### src/rtl/ex_mem_stage_pkg.sv
// Shared types for the EX/MEM pipeline stage: branch encodings, the registered
// beat layout, and the branch-resolution helper.
package ex_mem_stage_pkg;

   localparam int XLEN   = 32;
   localparam int REG_AW = 5;
   localparam int CNT_W  = 32;

   typedef enum logic [2:0] {
      BR_NONE = 3'b000,
      BR_BEQ  = 3'b001,
      BR_BNE  = 3'b010,
      BR_BLT  = 3'b011,
      BR_BGE  = 3'b100,
      BR_JAL  = 3'b101
   } branch_type_e;

   typedef struct packed {
      logic [XLEN-1:0]   alu_out;
      logic [XLEN-1:0]   store_data;
      logic [REG_AW-1:0] rd;
      logic              reg_write;
      logic              mem_read;
      logic              mem_write;
      logic              br_taken;
      logic [XLEN-1:0]   pc_target;
   } ex_mem_beat_t;

   // BLT/BGE trust Negativo as-is; the ALU does not flag signed overflow.
   function automatic logic branch_decide(input logic [2:0] br_type,
                                          input logic       zero,
                                          input logic       negativo);
      logic taken_s;
      case (br_type)
         BR_BEQ:  taken_s = zero;
         BR_BNE:  taken_s = ~zero;
         BR_BLT:  taken_s = negativo;
         BR_BGE:  taken_s = ~negativo;
         BR_JAL:  taken_s = 1'b1;
         default: taken_s = 1'b0;
      endcase
      return taken_s;
   endfunction

endpackage

### src/rtl/ex_mem_stage_if.sv
// EX -> EX/MEM -> MEM handshake bundle; slave is the stage view, master the driver view.
interface ex_mem_stage_if;
   import ex_mem_stage_pkg::*;

   logic              Flush;
   logic              In_Valid;
   logic              In_Ready;
   logic [XLEN-1:0]   ALU_Out;
   logic              Zero;
   logic              Negativo;
   logic [XLEN-1:0]   StoreData;
   logic [REG_AW-1:0] Rd;
   logic              RegWrite;
   logic              MemRead;
   logic              MemWrite;
   logic [2:0]        BranchType;
   logic [XLEN-1:0]   PC_Branch;
   logic              Out_Valid;
   logic              Out_Ready;
   logic [XLEN-1:0]   Out_ALU_Out;
   logic [XLEN-1:0]   Out_StoreData;
   logic [REG_AW-1:0] Out_Rd;
   logic              Out_RegWrite;
   logic              Out_MemRead;
   logic              Out_MemWrite;
   logic              Branch_Taken;
   logic [XLEN-1:0]   PC_Target;
   logic [CNT_W-1:0]  Beat_Count;

   modport slave (
      input  Flush, In_Valid, ALU_Out, Zero, Negativo, StoreData, Rd, RegWrite,
             MemRead, MemWrite, BranchType, PC_Branch, Out_Ready,
      output In_Ready, Out_Valid, Out_ALU_Out, Out_StoreData, Out_Rd, Out_RegWrite,
             Out_MemRead, Out_MemWrite, Branch_Taken, PC_Target, Beat_Count
   );

   modport master (
      output Flush, In_Valid, ALU_Out, Zero, Negativo, StoreData, Rd, RegWrite,
             MemRead, MemWrite, BranchType, PC_Branch, Out_Ready,
      input  In_Ready, Out_Valid, Out_ALU_Out, Out_StoreData, Out_Rd, Out_RegWrite,
             Out_MemRead, Out_MemWrite, Branch_Taken, PC_Target, Beat_Count
   );

endinterface

### src/rtl/ex_mem_stage_skid_buffer.sv
// Two-entry skid buffer: main register drives the output, skid register absorbs
// the beat that arrives while the consumer stalls, so in_ready is a flop.
module skid_buffer #(
   parameter type T = logic [7:0]
) (
   input  logic clk,
   input  logic reset,
   input  logic flush,
   input  logic in_valid,
   output logic in_ready,
   input  T     in_data,
   output logic out_valid,
   input  logic out_ready,
   output T     out_data
);

   T     main_r;
   T     skid_r;
   T     main_n_s;
   T     skid_n_s;
   logic main_vld_r;
   logic skid_vld_r;
   logic main_vld_n_s;
   logic skid_vld_n_s;
   logic in_ready_r;
   logic accept_s;
   logic deliver_s;

   assign accept_s  = in_valid & in_ready_r & ~flush;
   assign deliver_s = main_vld_r & out_ready;

   // Next-state of both entries; skid always drains into main before new data.
   always_comb begin
      main_n_s     = main_r;
      skid_n_s     = skid_r;
      main_vld_n_s = main_vld_r;
      skid_vld_n_s = skid_vld_r;
      if (flush) begin
         main_vld_n_s = 1'b0;
         skid_vld_n_s = 1'b0;
      end else if (deliver_s) begin
         if (skid_vld_r) begin
            main_n_s     = skid_r;
            main_vld_n_s = 1'b1;
            skid_vld_n_s = accept_s;
            if (accept_s) begin
               skid_n_s = in_data;
            end else begin
               skid_n_s = skid_r;
            end
         end else begin
            main_vld_n_s = accept_s;
            if (accept_s) begin
               main_n_s = in_data;
            end else begin
               main_n_s = main_r;
            end
         end
      end else if (accept_s) begin
         if (main_vld_r) begin
            skid_n_s     = in_data;
            skid_vld_n_s = 1'b1;
         end else begin
            main_n_s     = in_data;
            main_vld_n_s = 1'b1;
         end
      end else begin
         main_vld_n_s = main_vld_r;
      end
   end

   // Entry registers and the registered ready.
   always_ff @(posedge clk) begin
      if (reset) begin
         main_r     <= '0;
         skid_r     <= '0;
         main_vld_r <= 1'b0;
         skid_vld_r <= 1'b0;
         in_ready_r <= 1'b0;
      end else begin
         main_r     <= main_n_s;
         skid_r     <= skid_n_s;
         main_vld_r <= main_vld_n_s;
         skid_vld_r <= skid_vld_n_s;
         in_ready_r <= ~(main_vld_n_s & skid_vld_n_s);
      end
   end

   assign in_ready  = in_ready_r;
   assign out_valid = main_vld_r;
   assign out_data  = main_r;

endmodule

### src/rtl/ex_mem_stage.sv
// EX/MEM stage: resolves the branch at capture, buffers beats in a 2-entry skid
// buffer toward MEM, and counts accepted beats.
module ex_mem_stage
   import ex_mem_stage_pkg::*;
(
   input  logic           clk,
   input  logic           reset,
   ex_mem_stage_if.slave  bus
);

   ex_mem_beat_t     in_beat_s;
   ex_mem_beat_t     out_beat_s;
   logic             in_ready_s;
   logic             accept_s;
   logic [CNT_W-1:0] beat_count_r;

   // Pack the offered beat with its branch decision already resolved.
   always_comb begin
      in_beat_s            = '0;
      in_beat_s.alu_out    = bus.ALU_Out;
      in_beat_s.store_data = bus.StoreData;
      in_beat_s.rd         = bus.Rd;
      in_beat_s.reg_write  = bus.RegWrite;
      in_beat_s.mem_read   = bus.MemRead;
      in_beat_s.mem_write  = bus.MemWrite;
      in_beat_s.br_taken   = branch_decide(bus.BranchType, bus.Zero, bus.Negativo);
      if (in_beat_s.br_taken) begin
         in_beat_s.pc_target = bus.PC_Branch;
      end else begin
         in_beat_s.pc_target = '0;
      end
   end

   skid_buffer #(.T(ex_mem_beat_t)) u_skid (
      .clk       (clk),
      .reset     (reset),
      .flush     (bus.Flush),
      .in_valid  (bus.In_Valid),
      .in_ready  (in_ready_s),
      .in_data   (in_beat_s),
      .out_valid (bus.Out_Valid),
      .out_ready (bus.Out_Ready),
      .out_data  (out_beat_s)
   );

   // A beat dropped by Flush never counts as accepted.
   assign accept_s = bus.In_Valid & in_ready_s & ~bus.Flush;

   // Accepted-beat counter, wraps naturally.
   always_ff @(posedge clk) begin
      if (reset) begin
         beat_count_r <= '0;
      end else if (accept_s) begin
         beat_count_r <= beat_count_r + CNT_W'(1);
      end else begin
         beat_count_r <= beat_count_r;
      end
   end

   assign bus.In_Ready      = in_ready_s;
   assign bus.Out_ALU_Out   = out_beat_s.alu_out;
   assign bus.Out_StoreData = out_beat_s.store_data;
   assign bus.Out_Rd        = out_beat_s.rd;
   assign bus.Out_RegWrite  = out_beat_s.reg_write;
   assign bus.Out_MemRead   = out_beat_s.mem_read;
   assign bus.Out_MemWrite  = out_beat_s.mem_write;
   assign bus.Branch_Taken  = out_beat_s.br_taken;
   assign bus.PC_Target     = out_beat_s.pc_target;
   assign bus.Beat_Count    = beat_count_r;

endmodule

### src/flat_wrapper.sv
// flat-port wrapper written by rule: the top's interface ports become plain ports
module ex_mem_stage_flat import ex_mem_stage_pkg::*;
  (clk, reset, bus_Flush, bus_In_Valid, bus_ALU_Out, bus_Zero, bus_Negativo, bus_StoreData, bus_Rd, bus_RegWrite, bus_MemRead, bus_MemWrite, bus_BranchType, bus_PC_Branch, bus_Out_Ready, bus_In_Ready, bus_Out_Valid, bus_Out_ALU_Out, bus_Out_StoreData, bus_Out_Rd, bus_Out_RegWrite, bus_Out_MemRead, bus_Out_MemWrite, bus_Branch_Taken, bus_PC_Target, bus_Beat_Count);
  ex_mem_stage_if bus_i ();
  input  logic clk;
  input  logic reset;
  input wire logic [$bits(bus_i.Flush)-1:0] bus_Flush;
  input wire logic [$bits(bus_i.In_Valid)-1:0] bus_In_Valid;
  input wire logic [$bits(bus_i.ALU_Out)-1:0] bus_ALU_Out;
  input wire logic [$bits(bus_i.Zero)-1:0] bus_Zero;
  input wire logic [$bits(bus_i.Negativo)-1:0] bus_Negativo;
  input wire logic [$bits(bus_i.StoreData)-1:0] bus_StoreData;
  input wire logic [$bits(bus_i.Rd)-1:0] bus_Rd;
  input wire logic [$bits(bus_i.RegWrite)-1:0] bus_RegWrite;
  input wire logic [$bits(bus_i.MemRead)-1:0] bus_MemRead;
  input wire logic [$bits(bus_i.MemWrite)-1:0] bus_MemWrite;
  input wire logic [$bits(bus_i.BranchType)-1:0] bus_BranchType;
  input wire logic [$bits(bus_i.PC_Branch)-1:0] bus_PC_Branch;
  input wire logic [$bits(bus_i.Out_Ready)-1:0] bus_Out_Ready;
  output wire logic [$bits(bus_i.In_Ready)-1:0] bus_In_Ready;
  output wire logic [$bits(bus_i.Out_Valid)-1:0] bus_Out_Valid;
  output wire logic [$bits(bus_i.Out_ALU_Out)-1:0] bus_Out_ALU_Out;
  output wire logic [$bits(bus_i.Out_StoreData)-1:0] bus_Out_StoreData;
  output wire logic [$bits(bus_i.Out_Rd)-1:0] bus_Out_Rd;
  output wire logic [$bits(bus_i.Out_RegWrite)-1:0] bus_Out_RegWrite;
  output wire logic [$bits(bus_i.Out_MemRead)-1:0] bus_Out_MemRead;
  output wire logic [$bits(bus_i.Out_MemWrite)-1:0] bus_Out_MemWrite;
  output wire logic [$bits(bus_i.Branch_Taken)-1:0] bus_Branch_Taken;
  output wire logic [$bits(bus_i.PC_Target)-1:0] bus_PC_Target;
  output wire logic [$bits(bus_i.Beat_Count)-1:0] bus_Beat_Count;
  assign bus_i.Flush = bus_Flush;
  assign bus_i.In_Valid = bus_In_Valid;
  assign bus_i.ALU_Out = bus_ALU_Out;
  assign bus_i.Zero = bus_Zero;
  assign bus_i.Negativo = bus_Negativo;
  assign bus_i.StoreData = bus_StoreData;
  assign bus_i.Rd = bus_Rd;
  assign bus_i.RegWrite = bus_RegWrite;
  assign bus_i.MemRead = bus_MemRead;
  assign bus_i.MemWrite = bus_MemWrite;
  assign bus_i.BranchType = bus_BranchType;
  assign bus_i.PC_Branch = bus_PC_Branch;
  assign bus_i.Out_Ready = bus_Out_Ready;
  assign bus_In_Ready = bus_i.In_Ready;
  assign bus_Out_Valid = bus_i.Out_Valid;
  assign bus_Out_ALU_Out = bus_i.Out_ALU_Out;
  assign bus_Out_StoreData = bus_i.Out_StoreData;
  assign bus_Out_Rd = bus_i.Out_Rd;
  assign bus_Out_RegWrite = bus_i.Out_RegWrite;
  assign bus_Out_MemRead = bus_i.Out_MemRead;
  assign bus_Out_MemWrite = bus_i.Out_MemWrite;
  assign bus_Branch_Taken = bus_i.Branch_Taken;
  assign bus_PC_Target = bus_i.PC_Target;
  assign bus_Beat_Count = bus_i.Beat_Count;
  ex_mem_stage u_core (.clk(clk), .reset(reset), .bus(bus_i));
endmodule
### config.mk
export PLATFORM = sky130hd
export DESIGN_NAME = ex_mem_stage_flat
export DESIGN_NICKNAME = d
export VERILOG_FILES = /design/src/rtl/ex_mem_stage_pkg.sv /design/src/rtl/ex_mem_stage_if.sv /design/src/rtl/ex_mem_stage_skid_buffer.sv /design/src/rtl/ex_mem_stage.sv /design/src/flat_wrapper.sv
export SDC_FILE = /design/constraint.sdc
export NUM_CORES = 1
export LEC_CHECK = 0
export ABC_CLOCK_PERIOD_IN_PS = 2900
export CAP_MARGIN = 25
export CORE_UTILIZATION = 45
export CTS_BUF_LIST = sky130_fd_sc_hd__clkbuf_16
export CTS_CLUSTER_SIZE = 12
export DETAILED_ROUTE_END_ITERATION = 10
export PLACE_DENSITY = 0.74
export SLEW_MARGIN = 20
export SYNTH_ARGS = -nofsm -noshare
export SYNTH_HDL_FRONTEND = slang
export SYNTH_SLANG_ARGS = --single-unit
### constraint.sdc
create_clock -name clk -period 2.9 [get_ports clk]
set_input_delay 0.58 -clock clk [delete_from_list [all_inputs] [get_ports clk]]
set_output_delay 0.58 -clock clk [all_outputs]
set_load 0.02 [all_outputs]
## After elaboration in Yosys (flattened, before gate mapping)

Cells that the tools add are included.

| cells by class | value |
|---|---|
| equality and inequality tests | 7 |
| add/subtract/negate cells | 1 |
| mux-type cells | 20 |
| reductions and logical operators | 5 |
| bitwise gates (word level) | 8 |

Operators by type and width:

| operator | number |
|---|---|
| 105-bit two-way mux | 9 |
| 32-bit by 1-bit adder with 32-bit output, second input constant | 1 |
| 32-bit two-way mux | 1 |
| 1-bit two-way mux | 9 |
| 4-bit AND reduction | 2 |
| 3-bit by 2-bit equality test with 1-bit output, second input constant | 2 |
| 3-bit equality test, second input constant | 2 |
| 2-bit nonzero test | 3 |
| 1-bit case mux with 5 select lines | 1 |
| 1-bit bitwise AND | 4 |
| 1-bit NOT | 4 |
| 3-bit by 1-bit equality test with 1-bit output, second input constant | 1 |
| 2-bit by 1-bit != test with 1-bit output, second input constant | 1 |
| 2-bit != test, second input constant | 1 |

| word-level totals | value |
|---|---|
| output and inout bits | 139 |
| logic and storage cells | 61 |
| flip-flop bits (word level) | 245 |
| input bits | 114 |

## Logic depth before layout (Yosys ltp)

| logic depth | value |
|---|---|
| depth after elaboration | 7 |
| depth in mapped cells | 8 |
| gate-level depth less buffers | 5 |

## Hierarchy

Synthesis repeated with hierarchy kept, for this count alone.

| second synthesis, totals | value |
|---|---|
| cell total of the unflattened synthesis | 1246 |
| area total of the unflattened synthesis | 11654.9 µm² |

Modules (own cells, without submodules):

| module | seq. area each (µm²) | instances | area each (µm²) | cells each |
|---|---|---|---|---|
| skid_buffer | 4264.1 | 1 | 9785.6 | 1016 |
| ex_mem_stage | 640.6 | 1 | 1869.3 | 230 |

## Worst setup path before layout

Ideal clock, no wire load.

| path | value |
|---|---|
| kind | register to register |
| start point | register u_core.beat_count_r[0] (netlist: u_core.bus.Beat_Count[0]) |
| end point | register u_core.beat_count_r[28] (netlist: u_core.bus.Beat_Count[28]) |
| arrival time | 2114 ps |
| clock period less this slack | 2238 ps |
| path buffers | 1 |
| required time | 2777 ps |
| setup time | 123 ps |
| cell stages (with the launch flop) | 7 |
| path slack | 662 ps |
| path through | dfxtp_1 -> ha_1 -> nand4b_4 -> or4_4 -> buf_6 -> nor4_1 -> mux2_1 |

| on the way | value |
|---|---|
| cells in the longest elaborated chain, start to end | 1 |

Ends and longest elaborated chain:

| what | line | text |
|---|---|---|
| from (decl) | ex_mem_stage.sv:15 | `logic [CNT_W-1:0] beat_count_r;` |
| from (signal assigned) | ex_mem_stage.sv:54 | `beat_count_r <= beat_count_r + CNT_W'(1);` |
| from (signal assigned) | ex_mem_stage.sv:56 | `beat_count_r <= beat_count_r;` |
| 32-bit by 1-bit adder with 32-bit output | ex_mem_stage.sv:54 |  |

Every way passes these cells.
A chain may end at the register's enable or synchronous reset.

## Final worst setup path

| path | value |
|---|---|
| start point | register u_core.u_skid.main_vld_r (netlist: u_core.u_skid.out_valid) |
| end point | output port bus_Out_Valid |

RTL lines:

| what | line | text |
|---|---|---|
| from (decl) | ex_mem_stage_skid_buffer.sv:21 | `logic main_vld_r;` |
| from (signal assigned) | ex_mem_stage_skid_buffer.sv:83 | `main_vld_r <= main_vld_n_s;` |
| to (decl) | flat_wrapper.sv:21 | `output wire logic [$bits(bus_i.Out_Valid)-1:0] bus_Out_Valid;` |

No word-level cell between the ends.

==> impl_metrics.py <==
metrics = {
    "yosys": {
        "synth_area_leaders": "dfxtp_1 49%, nand2_1 14%, a311oi_1 9.2%",
        "ys_ff_latch": 245,
        "syn_avg_cell_area_um2": 7.89,
        "synth.largest_area_cell": "dfxtp_1",
        "async_flop_share_pct": 0,
        "yosysSeqAreaShare_pct": 49.2,
        "synthDistinctLibCells": 39,
        "synth_fp_nets": 1379,
        "synth.most_common_cell": "nand2_1",
        "synth_common_cells": "369 x nand2_1, 245 x dfxtp_1, 128 x a21oi_1",
        "synth_ff_type": "dfxtp_1",
        "synth_top_area_share_pct": 49.2,
        "syn_area_um2": 9980,
        "synth-edff-count": 0,
        "netlist_instances": 1264,
        "yosysWarnings": 0,
    },
    "worst_setup_path": {
        "r2r-end": "u_core.bus.Beat_Count[28]",
        "critPathTopFamily": "buffers and inverters",
        "crit_arrival_ns": 1.82,
        "critPathLaunchType": "flop",
        "crit_path_max_incr_delay_ns": 0.70,
        "r2r_slack_ns": 0.67,
        "crit_path_end_kind": "output pin",
        "critPathMaxFanout": 10,
        "reg2reg_from": "u_core.bus.Beat_Count[0]",
        "path_buf_inv": 1,
        "crit_type": "reg2out",
        "required_ns": 2.32,
        "cp_cell_sequence": "clkdlybuf4s50_1",
        "cpMaxStageDelayCell": "clkdlybuf4s50_1",
        "reg2reg_depth": 5,
    },
    "timing": {
        "hold_violations": 0,
        "worst_pin_slew_ns": 0.685,
        "whs_ns": 0.453,
        "relSlewSlack_pct": 54.4,
        "period_needed_ns": 2.40,
        "fin_crit_sh_pct": 82.6,
        "setup_viol": 0,
        "fin_skew_ns": 0.0168,
        "finalSetupTns_ns": 0,
        "clock.fmax_mhz": 417,
        "rsz0062_at_grt": "no",
        "slew_violations": 0,
    },
    "clocking": {
        "cts_max_level": 1,
        "ctsResizeCount": 0,
        "cts_hold_buffers": 0,
        "clock_latency_ns": 0.53,
        "clock_path_buffers": 3,
        "cts_sinks": 245,
        "root_buffer": "clkbuf_16",
        "cts_tree": "done",
        "cts_setup_buffers": 0,
        "clkTransAtPathRegs_ns": 0.06,
        "cts_buffers": 26,
    },
    "global_route": {
        "grt_first_pass_wirelength_um": 42900,
        "antenna_found_initial": 1,
        "grt_max_degree": 89,
        "gr-usage-all-layers_pct": 23.1,
        "grt_pass1_vias": 8534,
        "grt-ovfl-total": 0,
    },
    "routing": {
        "wl_per_cell_um": 15.7,
        "post-route-drc-count": 0,
        "ant_nets": 0,
        "wl_met3_um": 1990,
        "wl_met2_um": 13000,
        "finalWirelength_um": 27300,
        "top_layer": "met5",
        "drtIter0Drc": 618,
        "vias_per_cell": 5.54,
        "drt-met1-wl_um": 11600,
        "firstDrtPassIters": 5,
        "vias": 9652,
    },
    "power": {
        "ir_worst_vdd_v": 0.000368,
        "p_clk_share_pct": 41.0,
        "internal_power_mw": 5.47,
        "p_sw_mw": 1.73,
        "fin_total_pwr_mw": 7.20,
        "power_density_nw_per_um2": 532,
        "pwr-share-seq_pct": 48.5,
        "p_comb_share_pct": 10.4,
        "power_leakage_nw": 4.47,
        "p_sw_share_pct": 24.0,
    },
    "cells_and_area": {
        "final_area_um2": 13500,
        "finalNetCount": 1561,
        "drive_above_1_share_pct": 4.31,
        "antenna_cells": 0,
        "postLayoutCoreUtil_pct": 62.3,
        "area_growth_pct": 35.7,
    },
    "place": {
        "place.port_buffers": 252,
        "detailed_place_hpwl_um": 16500,
        "place_area_um2": 12800,
        "place_congestion": 0.813,
    },
    "min_path": {
        "holdCritPathClass": "reg2reg",
        "worstHoldStart": "u_core.u_skid.skid_r[57]",
        "hold_depth": 2,
        "holdPathEnd": "u_core.u_skid.skid_r[57]",
    },
    "flow_run": {
        "max_cap_violations": 0,
    },
    "die": {
        "num_rows": 54,
        "start_util_pct": 45.9,
        "die_w_um": 151,
        "ios": 253,
        "die_h_um": 151,
        "coreArea_um2": 21800,
        "design.die.area_um2": 22800,
    },
    "status": {
        "status": "finished, final reports clean",
    },
}
==> per-stage QoR <==
step | setup slack [ns] | instances
5_1_grt | 0.443 | 1742
3_3_place_gp | 0.136 | 1698
2_1_floorplan | 0.662 | 1264
6_report | 0.504 | 1742
4_1_cts | 0.478 | 1742
3_5_place_dp | 0.120 | 1698
==> logic make-up after synthesis <==
kind of cell / share of synthesized area, %
mux: 0.339
compound gates: 17.6
xor+xnor: 0.614
flops: 49.2
fa+ha+maj: 0.125
buf+inv: 4.94
simple gates: 27.3
==> power groups by stage <==
stage	clock (mW)	combinational, mW	sequential (mW)
6_report	2.95	0.752	3.49
5_1_grt	3.17	0.811	3.50
4_1_cts	3.04	0.755	3.49
3_5_place_dp	0	0.751	3.57
3_3_place_gp	0	0.746	3.57
2_1_floorplan	0	0.250	3.65
==> state kept, by name (all words and copies together) (netlist names) <==
register	count
u_core.bus.Beat_Count	32
u_core.u_skid.in_ready	1
u_core.u_skid.out_data	105
u_core.u_skid.out_valid	1
u_core.u_skid.skid_r	105
u_core.u_skid.skid_vld_r	1
==> layer usage <==
layer	up-vias	global-route usage, %
li1	4804	-
met1	4488	30.1
met2	309	38.1
met3	49	4.73
met4	2	6.95
met5	-	0
==> final cells by class <==
type / count / area (µm²)
clock buffer: 27 / 676
clock inverter: 17 / 67.6
fill: 1894 / 8210
inverter: 6 / 22.5
multi-input combinational: 893 / 4630
sequential: 245 / 4900
tap: 280 / 350
timing repair buffer: 274 / 2890
==> worst max-delay path by stage <==
stage	from	to	slack [ns]	cells past startpoint
after floorplan	u_core.bus.Beat_Count[0]	u_core.bus.Beat_Count[28]	0.66	6
after global placement	bus_In_Valid	u_core.bus.Beat_Count[28]	0.14	5
after global routing	u_core.u_skid.out_valid	bus_Out_Valid	0.44	1
after detailed placement	bus_In_Valid	u_core.bus.Beat_Count[28]	0.12	5
final	u_core.u_skid.out_valid	bus_Out_Valid	0.50	1
after CTS	u_core.u_skid.out_valid	bus_Out_Valid	0.48	1
==> cell usage in the layout, fill, tap and decap left out, types with 2 or more instances in the layout <==
cell / instances
and3_4: 2
nor2b_1: 5
nand2_1: 369
or4_4: 2
mux2_1: 3
clkbuf_16: 27
xnor2_1: 6
nand4_1: 73
nor4_1: 4
nand2b_1: 3
a21oi_1: 128
o21ai_0: 3
clkinv_2: 3
buf_4: 6
nor2_1: 117
or3_1: 4
clkinv_1: 8
nor3_1: 5
inv_1: 12
and4_1: 3
clkdlybuf4s50_1: 251
and2_1: 2
nand3_1: 9
dfxtp_1: 245
o21ai_1: 3
or4_1: 15
o31ai_1: 15
a311oi_1: 105
nand3_4: 2
buf_12: 16
(Power assumes the default switching activity.)
